### src/rtl/clk_ratio_monitor.sv
`timescale 1ns/100ps
// clk_ratio_monitor
//   Receive-side monitor for slow square waves (divided clocks, reference
//   ticks). sig_in is synchronised into the clk domain. Its rise-to-rise
//   period and rise-to-fall high time are measured in clk cycles. Lock is
//   declared once LOCK_CNT consecutive measurements report the same period.
//   If the input stops toggling, a timeout is flagged and the monitor
//   re-arms.
//
// Ports
//   clk        fast sampling clock
//   rst_n      asynchronous active-low reset
//   sig_in     monitored signal, asynchronous to clk
//   period     last measured rise-to-rise distance (clk cycles)
//   high_time  last measured rise-to-fall distance (clk cycles)
//   meas_valid one-cycle pulse when period/high_time update
//   locked     LOCK_CNT consecutive equal periods observed
//   timeout    one-cycle pulse: no rising edge for TIMEOUT cycles
module clk_ratio_monitor #(
    parameter int CNT_W    = 16,
    parameter int LOCK_CNT = 4,
    parameter int TIMEOUT  = 1024
) (
    input  logic             clk,
    input  logic             rst_n,
    input  logic             sig_in,
    output logic [CNT_W-1:0] period,
    output logic [CNT_W-1:0] high_time,
    output logic             meas_valid,
    output logic             locked,
    output logic             timeout
);

    localparam int MW = (LOCK_CNT < 2) ? 1 : $clog2(LOCK_CNT + 1);
    localparam logic [MW-1:0]    LOCK_VAL = MW'(LOCK_CNT);
    localparam logic [CNT_W-1:0] TO_VAL   = CNT_W'(TIMEOUT);
    localparam logic [CNT_W-1:0] CNT_MAX  = '1;

    typedef enum logic [1:0] {
        IDLE  = 2'd0,
        ARMED = 2'd1,
        TRACK = 2'd2
    } state_t;

    state_t           state, state_nxt;
    logic             s1, s2, s3;
    logic             rise;
    logic [CNT_W-1:0] per_cnt, hi_cnt;
    logic [MW-1:0]    match_cnt, match_nxt;
    logic [CNT_W-1:0] period_nxt, high_nxt;
    logic             mv_nxt, locked_nxt, to_nxt;

    // Counters stick at all-ones rather than wrapping, so a very slow
    // input can never alias to a short period.
    function automatic logic [CNT_W-1:0] sat_inc(input logic [CNT_W-1:0] v);
        return (v == CNT_MAX) ? v : v + CNT_W'(1);
    endfunction

    function automatic logic [MW-1:0] match_inc(input logic [MW-1:0] v);
        return (v == LOCK_VAL) ? v : v + MW'(1);
    endfunction

    // Synchroniser: s1/s2 resolve metastability, s3 provides edge history.
    always_ff @(posedge clk or negedge rst_n) begin
        if (!rst_n) begin
            s1 <= 1'b0;
            s2 <= 1'b0;
            s3 <= 1'b0;
        end else begin
            s1 <= sig_in;
            s2 <= s1;
            s3 <= s2;
        end
    end

    assign rise = s2 & ~s3;

    // Both counters restart at 1 on a rise so that, at the following rise,
    // they hold exactly the rise-to-rise and rise-to-fall distances.
    always_ff @(posedge clk or negedge rst_n) begin
        if (!rst_n) begin
            per_cnt <= '0;
            hi_cnt  <= '0;
        end else if (rise) begin
            per_cnt <= CNT_W'(1);
            hi_cnt  <= CNT_W'(1);
        end else begin
            per_cnt <= sat_inc(per_cnt);
            if (s2) begin
                hi_cnt <= sat_inc(hi_cnt);
            end
        end
    end

    always_comb begin
        state_nxt  = state;
        period_nxt = period;
        high_nxt   = high_time;
        match_nxt  = match_cnt;
        locked_nxt = locked;
        mv_nxt     = 1'b0;
        to_nxt     = 1'b0;
        case (state)
            IDLE: begin
                // The first rise only establishes a reference point.
                if (rise) begin
                    state_nxt = ARMED;
                end
            end
            ARMED, TRACK: begin
                if (rise) begin
                    period_nxt = per_cnt;
                    high_nxt   = hi_cnt;
                    mv_nxt     = 1'b1;
                    state_nxt  = TRACK;
                    // A stale period left over from before a timeout must
                    // not count toward lock, hence the ARMED restart.
                    if (state == TRACK && per_cnt == period) begin
                        match_nxt = match_inc(match_cnt);
                    end else begin
                        match_nxt = MW'(1);
                    end
                    locked_nxt = (match_nxt == LOCK_VAL);
                end else if (per_cnt == TO_VAL) begin
                    to_nxt     = 1'b1;
                    locked_nxt = 1'b0;
                    match_nxt  = '0;
                    state_nxt  = IDLE;
                end
            end
            default: begin
                state_nxt = IDLE;
            end
        endcase
    end

    always_ff @(posedge clk or negedge rst_n) begin
        if (!rst_n) begin
            state      <= IDLE;
            period     <= '0;
            high_time  <= '0;
            match_cnt  <= '0;
            locked     <= 1'b0;
            meas_valid <= 1'b0;
            timeout    <= 1'b0;
        end else begin
            state      <= state_nxt;
            period     <= period_nxt;
            high_time  <= high_nxt;
            match_cnt  <= match_nxt;
            locked     <= locked_nxt;
            meas_valid <= mv_nxt;
            timeout    <= to_nxt;
        end
    end

endmodule

### config.mk
export PLATFORM = sky130hd
export DESIGN_NAME = clk_ratio_monitor
export DESIGN_NICKNAME = d
export VERILOG_FILES = /design/src/rtl/clk_ratio_monitor.sv
export SDC_FILE = /design/constraint.sdc
export NUM_CORES = 1
export LEC_CHECK = 0
export CORE_ASPECT_RATIO = 0.5
export CORE_MARGIN = 2
export CORE_UTILIZATION = 31
export DETAILED_ROUTE_END_ITERATION = 12
export PLACE_DENSITY = 0.59
export SYNTH_ARGS = -nofsm -noshare
export SYNTH_HDL_FRONTEND = slang
export SYNTH_SLANG_ARGS = --single-unit
### constraint.sdc
create_clock -name clk -period 1.9 [get_ports clk]
set_input_delay 0.38 -clock clk [delete_from_list [all_inputs] [get_ports clk]]
set_output_delay 0.38 -clock clk [all_outputs]
set_load 0.05 [all_outputs]
==> results.py, run 1 <==
metrics = {
    "route": {
        "totalWireLength_um": 7570,
        "avgViaCountPerCell": 4.62,
        "drc": 0,
        "firstDrtPassIters": 4,
        "dr_total_vias": 2569,
        "antenna_left": 0,
        "dr.first_iter.drc_count": 98,
        "avgRoutedWirePerCell_um": 13.6,
    },
    "worst_hold_path": {
        "hold_class": "register to register",
        "min-delay-start": "s1",
    },
    "placed_design": {
        "gp_congestion": 0.816,
        "hpwl_um": 5420,
        "placed_area_sq_um": 4320,
        "port_buffers": 37,
    },
    "yosys": {
        "synthArstFlopShare_pct": 100,
        "synth_top_family_by_area": "simple AND/OR/NAND/NOR gates",
        "yosysWarnings": 0,
        "netlist_area_sq_um": 3700,
        "syn_area_per_cell_sq_um": 11.2,
        "ys_seq_area_share_pct": 50.7,
        "synth_simple_gate_area_share_pct": 17.5,
        "synth.distinct_cells": 53,
        "synth-edff-count": 0,
        "synth-seq-cells": 75,
        "synthXorXnorAreaFrac_pct": 8.75,
        "syn_nets": 341,
        "synth_compound_area_share_pct": 7.16,
        "synth_ff_type": "dfrtp_1",
        "synth_mux_area_share_pct": 9.93,
        "synthAdderAreaFrac_pct": 2.36,
        "syn_inst": 331,
    },
    "setup_path": {
        "worst_ep_arrival_time_ns": 1.48,
        "critPathMaxFanout": 2,
        "path_cells": "clkdlybuf4s50_1",
        "critPathBufInv": 1,
        "cpPeakStageDelay_ns": 0.80,
        "cp_slowest_cell": "clkdlybuf4s50_1",
        "critPathRequiredTime_ns": 1.52,
        "cp-start-kind": "register",
        "crit_path_start": "high_time[3]",
        "worstSetupPathType": "register to output port",
        "crit_family": "buffers and inverters",
        "cp-end-kind": "output port",
        "rr_startpoint": "per_cnt[5]",
    },
    "timing": {
        "finalSetupViolations": 0,
        "final_max_slew_viol_count": 0,
        "skew_ns": 0.00439,
        "max-slew-margin-rel_pct": 66.1,
        "worstMarginPinSlew_ns": 0.508,
        "timing.fmax_mhz": 539,
        "final_hold_viol_count": 0,
        "finalCriticalPeriod_ns": 1.86,
        "finalCritPeriodShare_pct": 97.7,
    },
    "power": {
        "peakVddDrop_uv": 506,
        "leakage_nw": 2.22,
        "power_per_cell_area_nw_per_um2": 1070,
    },
    "floorplanning": {
        "coreArea_sq_um": 11700,
        "ios": 38,
        "start_util_pct": 31.6,
        "dieArea_sq_um": 12900,
        "dieWidth_um": 159,
        "row_count": 28,
        "die_height_um": 81.3,
    },
    "run": {
        "maxCapViolCount": 0,
    },
    "layout": {
        "n_antenna_cell": 0,
        "fin_util_pct": 40.2,
        "post_route_cells_drive_above_1_share_pct": 30.9,
        "nNetsFinal": 396,
        "areaGrowthSynthToFinish_pct": 27.5,
        "fin_area_sq_um": 4720,
    },
    "cts": {
        "cts_tree": "yes",
        "cts_root_buf": "clkbuf_16",
        "cts_buffer_depth": 2,
        "clock_latency_ns": 0.33,
        "numCtsBuffers": 9,
        "h-tree-depth": 3,
        "clock_sinks": 75,
        "clk_pin_slew_worst_paths_ns": 0.06,
    },
    "grt": {
        "grt_pass1_vias": 2640,
        "busiest_layer": "met2",
        "grtUsageMet3_pct": 4.70,
        "grt_util_met1_pct": 16.4,
        "grt_pass1_wl_um": 12800,
        "grt_overflow": 0,
        "antenna_found_initial": 0,
        "grt_max_degree": 32,
        "grt_use_met2_pct": 21.2,
        "grt_use_total_pct": 13.0,
    },
    "status": {
        "outcome": "completed",
    },
}
## registers in the layout, indices dropped and copies added (netlist names)
| name | flops |
|---|---|
| state | 2 |
| s3 | 1 |
| s2 | 1 |
| locked | 1 |
| timeout | 1 |
| period | 16 |
| per_cnt | 16 |
| hi_cnt | 16 |
| s1 | 1 |
| match_cnt | 3 |
| meas_valid | 1 |
| high_time | 16 |
## logic make-up (layout without fill, tap and decap cells)
group / after synthesis / in the layout
buf+inv: 29 / 89
simple gates: 111 / 111
mux: 33 / 33
xor+xnor: 37 / 37
flops: 75 / 75
compound gates: 39 / 39
fa+ha+maj: 7 / 7
## what timing repair did
item                                   CTS  global route
resized for setup                        1            13
pin swaps                                0             3
hold buffers                             1             0
setup buffers                            0             1
setup endpoints to repair                4            11
endpoints found under the hold margin   29             0
## cells in the mapped netlist (2+ instances only)
master / number / share of area [%]
nand3_1: 9 / 1.2
nor4_2: 2 / 0.68
a41oi_1: 2 / 0.47
mux2i_1: 3 / 0.81
a21oi_1: 6 / 0.81
inv_1: 8 / 0.81
nand4_2: 3 / 1.0
a211oi_1: 2 / 0.41
and3_1: 4 / 0.68
a22o_1: 3 / 0.71
and4_1: 3 / 0.71
o2111ai_1: 2 / 0.47
buf_2: 11 / 1.5
o21ai_0: 11 / 1.5
xnor2_1: 26 / 6.1
nor2_1: 31 / 3.1
nor3_1: 9 / 1.2
xor2_1: 11 / 2.6
nand2_1: 20 / 2.0
nand2b_1: 3 / 0.51
o211ai_1: 3 / 0.61
ha_1: 7 / 2.4
a31oi_1: 4 / 0.68
mux2_2: 30 / 9.1
clkbuf_1: 5 / 0.51
nor4b_1: 3 / 0.71
dfrtp_1: 75 / 51
nand4_1: 8 / 1.4
or3_1: 3 / 0.51
## per-stage QoR
step                setup TNS, ns  std cells  total power [mW]  worst slack, ns  hold slack [ns]
floorplan                       0        331              2.80            0.192           0.0844
global placement                0        538              3.19           0.0561            0.334
global route              -0.0177        556              5.31          -0.0177            0.354
CTS                             0        555              5.10           0.0104            0.350
detailed placement        -0.0553        538              3.22          -0.0322            0.338
finish                          0        556              5.05           0.0439            0.348
## layout make-up
cell class                      count  area [sq um]
Tap cell                          165           206
Fill cell                        1131          7010
Timing Repair Buffer               64           538
Multi-Input combinational cell    227          1730
Clock inverter                      4          72.6
Clock buffer                       12           256
Inverter                            9          33.8
Sequential cell                    75          1880
## where the power goes
part / internal (mW) / switching, mW / total (mW) / leakage, nW
Sequential: 1.76 / 0.153 / 1.91 / 1.01
Combinational: 0.518 / 0.760 / 1.28 / 1.05
Clock: 1.22 / 0.640 / 1.86 / 0.159
## layout by cell type, fill, tap and decap left out, types with 9 or more instances in the layout
cell type / Yosys / layout
buf_4: 1 / 49
clkbuf_16: 0 / 9
clkdlybuf4s50_1: 0 / 9
dfrtp_1: 75 / 72
mux2_2: 30 / 30
nand2_1: 20 / 20
nand3_1: 9 / 9
nor2_1: 31 / 31
o21ai_0: 11 / 10
xnor2_1: 26 / 26
xor2_1: 11 / 11
## worst paths after layout
kind	endpoint	slack, ns	cells after the start
min in group asynchronous	high_time[11]	0.52	2
worst max-delay path	high_time[3]	0.04	1
worst max register to register	per_cnt[2]	0.07	6
worst min-delay path	s2	0.35	0
max in group asynchronous	high_time[0]	0.81	3
worst min register to register	s2	0.35	0
## layer usage
metal  wire length (um)  part of all wire (%)
met5                  0                     0
met4                 64                  0.85
met2               3610                    48
met1               3670                    49
met3                222                   2.9
Note: power is estimated with default switching activity, not from simulation.
==> inputs of run 2 (changes only) <==
- SKIP_CTS_REPAIR_TIMING: default -> 1
==> run 2 against run 1 <==
  * The run now ends with hold timing left
  * Final area down 0.21%
  * Power about the same
  * Die area unchanged
==> results.py, run 2 (synthesis results as in run 1) <==
metrics = {
    "cts": {
        "cts_tree": "yes",
        "numCtsBuffers": 9,
        "cts_root_buf": "clkbuf_16",
        "clock_latency_ns": 0.33,
        "clk_pin_slew_worst_paths_ns": 0.06,
        "h-tree-depth": 3,
        "cts_buffer_depth": 2,
        "clock_sinks": 75,
    },
    "layout": {
        "final_cell_mix": "72 x dfrtp_1, 49 x buf_4, 31 x nor2_1",
        "fin_util_pct": 40.1,
        "layout_commonest_cell": "dfrtp_1",
        "post_route_cells_drive_above_1_share_pct": 31.0,
        "n_antenna_cell": 0,
        "areaGrowthSynthToFinish_pct": 27.2,
        "nNetsFinal": 395,
    },
    "setup_path": {
        "cp-end-kind": "output port",
        "worstSetupPathType": "register to output port",
        "cp-start-kind": "register",
        "cpPeakStageDelay_ns": 0.80,
        "critPathMaxFanout": 2,
        "critPathRequiredTime_ns": 1.52,
        "worst_ep_arrival_time_ns": 1.48,
        "cp_slowest_cell": "clkdlybuf4s50_1",
        "path_cells": "clkdlybuf4s50_1",
        "critPathBufInv": 1,
        "crit_family": "buffers and inverters",
    },
    "floorplanning": {
        "dieWidth_um": 159,
        "ios": 38,
        "row_count": 28,
        "die_height_um": 81.3,
        "dieArea_sq_um": 12900,
        "coreArea_sq_um": 11700,
        "start_util_pct": 31.6,
    },
    "grt": {
        "grt_use_total_pct": 12.9,
        "grt_max_degree": 32,
        "grt_pass1_wl_um": 12700,
        "antenna_found_initial": 0,
        "grt_pass1_vias": 2627,
        "grt_overflow": 0,
    },
    "status": {
        "outcome": "finished with violations",
        "violations": "hold timing",
    },
    "timing": {
        "max-slew-margin-rel_pct": 66.1,
        "whs_ns": -0.0239,
        "setup_ws_ns": 0.0438,
        "timing.fmax_mhz": 539,
        "finalCriticalPeriod_ns": 1.86,
        "tns_ns": 0,
        "skew_ns": 0.00422,
        "finalSetupViolations": 0,
        "final_hold_viol_count": 29,
        "final_max_slew_viol_count": 0,
        "finalCritPeriodShare_pct": 97.7,
        "worstMarginPinSlew_ns": 0.508,
    },
    "route": {
        "firstDrtPassIters": 4,
        "drc": 0,
        "dr_total_vias": 2576,
        "totalWireLength_um": 7550,
        "dr.first_iter.drc_count": 141,
        "avgRoutedWirePerCell_um": 13.6,
        "avgViaCountPerCell": 4.64,
        "antenna_left": 0,
    },
    "run": {
        "maxCapViolCount": 0,
    },
    "power": {
        "leakage_nw": 2.21,
        "power_per_cell_area_nw_per_um2": 1070,
        "peakVddDrop_uv": 505,
    },
    "worst_hold_path": {
        "hold_class": "input pin to async pin",
    },
    "placed_design": {
        "hpwl_um": 5420,
        "port_buffers": 37,
        "gp_congestion": 0.816,
        "place_ws_ns": -0.0322,
    },
}
==> run 2: final timing paths <==
| kind | startpoint | endpoint | slack (ns) | depth (start not counted) |
|---|---|---|---|---|
| max reg2reg | per_cnt[5] | per_cnt[2] | 0.09 | 6 |
| min in group clk | s1 | s2 | 0.35 | 0 |
| min | rst_n | high_time[11] | -0.02 | 1 |
| min reg2reg | s1 | s2 | 0.35 | 0 |
| max | high_time[3] | high_time[3] | 0.04 | 1 |
| max in group asynchronous | rst_n | high_time[0] | 1.36 | 2 |
==> run 2: power by group <==
group	switching (mW)	internal, mW	leakage [nW]
logic	0.761	0.518	1.04
clock network	0.640	1.22	0.159
registers	0.153	1.76	1.01
total	1.55	3.50	2.21
==> run 2: through the flow <==
stage               power, mW  cells  area [sq um]
finish                   5.05    555          4710
global route             5.30    555          4710
CTS                      5.10    554          4650
detailed placement       3.22    538          4320
global placement         3.19    538          4320
floorplan                2.80    331          3700
==> run 2: per-layer routing <==
metal  GRT usage (%)  wire length (um)  vias to the layer above
li1                -                 -                     1272
met5               0                 0                        -
met3            4.70               224                        7
met1            16.3              3680                     1275
met2            21.1              3580                       22
met4            3.60                75                        0
==> run 2: cell type report <==
class	instances	area (sq um)
Tap cell	165	206
Timing Repair Buffer	63	528
Multi-Input combinational cell	227	1730
Sequential cell	75	1880
Fill cell	1134	7020
Clock inverter	4	72.6
Inverter	9	33.8
Clock buffer	12	256
==> inputs of run 3 (changes only) <==
- ABC_AREA: default -> 1
==> run 3 against run 2 <==
  * The flow still finishes with violations (hold timing)
  * Hold slack improved by 0.016 ns
  * Clock skew increased by 0.0023 ns
  * Power decreased by 2.8%
  * Synthesized area increased by 5.0%
  * Sequential power about the same
  * Clock power decreased by 3%
==> results.py, run 3 <==
metrics = {
    "status": {
        "outcome": "finished with violations",
        "violations": "hold timing",
    },
    "floorplanning": {
        "dieWidth_um": 162,
        "coreArea_sq_um": 12000,
        "ios": 38,
        "die_height_um": 83.2,
        "row_count": 28,
        "start_util_pct": 32.4,
        "dieArea_sq_um": 13500,
    },
    "yosys": {
        "synth_compound_area_share_pct": 9.85,
        "synth_simple_gate_area_share_pct": 28.9,
        "synthXorXnorAreaFrac_pct": 2.93,
        "synth-edff-count": 0,
        "syn_inst": 498,
        "synth.most_common_cell": "nand2_1",
        "synthArstFlopShare_pct": 100,
        "synthAdderAreaFrac_pct": 2.25,
        "synth.distinct_cells": 32,
        "synth_top_family_by_area": "simple AND/OR/NAND/NOR gates",
        "ys_top_cells_by_area": "dfrtp_1 48%, nand2_1 14%, o21ai_0 6.7%",
        "netlist_area_sq_um": 3890,
        "yosys.area.top_type": "dfrtp_1",
        "synth_top_area_share_pct": 48.3,
        "syn_area_per_cell_sq_um": 7.81,
        "synth-seq-cells": 75,
        "ys_seq_area_share_pct": 48.3,
        "synth_mux_area_share_pct": 0,
        "yosysWarnings": 0,
        "netlist_top_cells_count": "145 x nand2_1, 75 x dfrtp_1, 59 x inv_1",
        "synth_ff_type": "dfrtp_1",
        "syn_nets": 508,
    },
    "route": {
        "avgRoutedWirePerCell_um": 12.5,
        "firstDrtPassIters": 5,
        "totalWireLength_um": 8900,
        "antenna_left": 0,
        "dr.first_iter.drc_count": 174,
        "avgViaCountPerCell": 4.60,
        "drc": 0,
        "dr_total_vias": 3273,
    },
    "power": {
        "intPower_mw": 3.32,
        "switchingPower_mw": 1.59,
        "pwr-share-clk_pct": 36.9,
        "power.share.sequential_pct": 39.2,
        "power_frac_comb_pct": 23.9,
        "leakage_nw": 2.33,
        "power_per_cell_area_nw_per_um2": 1030,
        "swShare_pct": 32.5,
        "peakVddDrop_uv": 411,
    },
    "timing": {
        "finalCritPeriodShare_pct": 97.7,
        "finalCriticalPeriod_ns": 1.86,
        "final_max_slew_viol_count": 0,
        "final_hold_viol_count": 7,
        "tns_ns": 0,
        "setup_ws_ns": 0.0439,
        "timing.fmax_mhz": 539,
        "skew_ns": 0.00647,
        "finalSetupViolations": 0,
        "max-slew-margin-rel_pct": 65.1,
        "whs_ns": -0.00768,
        "worstMarginPinSlew_ns": 0.519,
    },
    "setup_path": {
        "rrSetupSlack_ns": 0.20,
        "crit_family": "buffers and inverters",
        "critPathMaxFanout": 2,
        "path_cells": "clkdlybuf4s50_1",
        "cp-start-kind": "register",
        "critPathBufInv": 1,
        "cp_slowest_cell": "clkdlybuf4s50_1",
        "rr_startpoint": "per_cnt[0]",
        "cpPeakStageDelay_ns": 0.80,
        "cp-end-kind": "output port",
        "worstSetupPathType": "register to output port",
        "critPathRequiredTime_ns": 1.52,
        "crit_path_start": "high_time[13]",
        "worst_ep_arrival_time_ns": 1.48,
    },
    "worst_hold_path": {
        "hold_class": "input pin to async pin",
    },
    "cts": {
        "cts_buffer_depth": 2,
        "cts_root_buf": "clkbuf_16",
        "h-tree-depth": 3,
        "cts_tree": "yes",
        "numCtsBuffers": 9,
        "clock_latency_ns": 0.33,
        "clock_sinks": 75,
        "clk_pin_slew_worst_paths_ns": 0.06,
    },
    "grt": {
        "grt_use_total_pct": 14.3,
        "antenna_found_initial": 0,
        "grt_pass1_vias": 3260,
        "grt_overflow": 0,
        "grt_pass1_wl_um": 15700,
        "grt_max_degree": 36,
    },
    "layout": {
        "fin_util_pct": 39.7,
        "final_cell_mix": "144 x nand2_1, 75 x dfrtp_1, 59 x inv_1",
        "post_route_cells_drive_above_1_share_pct": 13.3,
        "layout_commonest_cell": "nand2_1",
        "areaGrowthSynthToFinish_pct": 22.7,
        "n_antenna_cell": 0,
        "stdcell_count": 712,
        "nNetsFinal": 553,
        "num-fill-cells": 1233,
    },
    "placed_design": {
        "hpwl_um": 6530,
        "gp_congestion": 0.878,
        "port_buffers": 37,
        "place_ws_ns": 0.168,
        "dp.cells": 697,
    },
    "run": {
        "maxCapViolCount": 0,
    },
}
==> run 3: final cells by class <==
class	instances	area, sq um	share of cell area, %
clock buffers	10	239	5.01
flip-flops and latches	75	1880	39.3
repair buffers	47	424	8.89
clock inverters	5	77.6	1.63
well taps	165	206	4.33
inverters	62	233	4.88
multi-input cells	348	1710	35.9
==> run 3: power by group through the flow <==
stage	logic [mW]	registers [mW]	clock network, mW
3_3_place_gp	1.16	1.95	0
6_report	1.17	1.92	1.81
2_1_floorplan	0.564	2.20	0
4_1_cts	1.18	1.92	1.85
3_5_place_dp	1.18	1.95	0
5_1_grt	1.32	1.95	1.92
==> run 3: kinds of logic after synthesis <==
kind of cell	count (synthesis)
xor gates and xnor gates	13
and+or+nand+nor	259
DFF	75
buffers and inverters	75
adders and majority gates	7
AOI/OAI and AO/OA	69
==> run 3: layer usage <==
| metal | wire [um] | vias up | track usage [%] |
|---|---|---|---|
| met1 | 4240 | 1528 | 18.8 |
| li1 | - | 1687 | - |
| met4 | 139 | 0 | 4.34 |
| met3 | 329 | 14 | 3.30 |
| met2 | 4190 | 44 | 23.6 |
| met5 | 0 | - | 0 |
==> run 3: stage by stage <==
stage               total power, mW  area [sq um]  hold slack (ns)
finish                         4.91          4770         -0.00768
global placement               3.11          4430            0.336
floorplan                      2.77          3890           0.0844
detailed placement             3.12          4430            0.340
global route                   5.19          4770           0.0214
CTS                            4.96          4740          0.00378
==> run 3: path summary, 6_finish.rpt <==
check / cells past startpoint / endpoint
max: 1 / high_time[13]
min in group clk: 0 / s2
max in group asynchronous: 2 / high_time[2]
max reg2reg: 12 / per_cnt[10]
min: 1 / high_time[13]
min reg2reg: 0 / s2
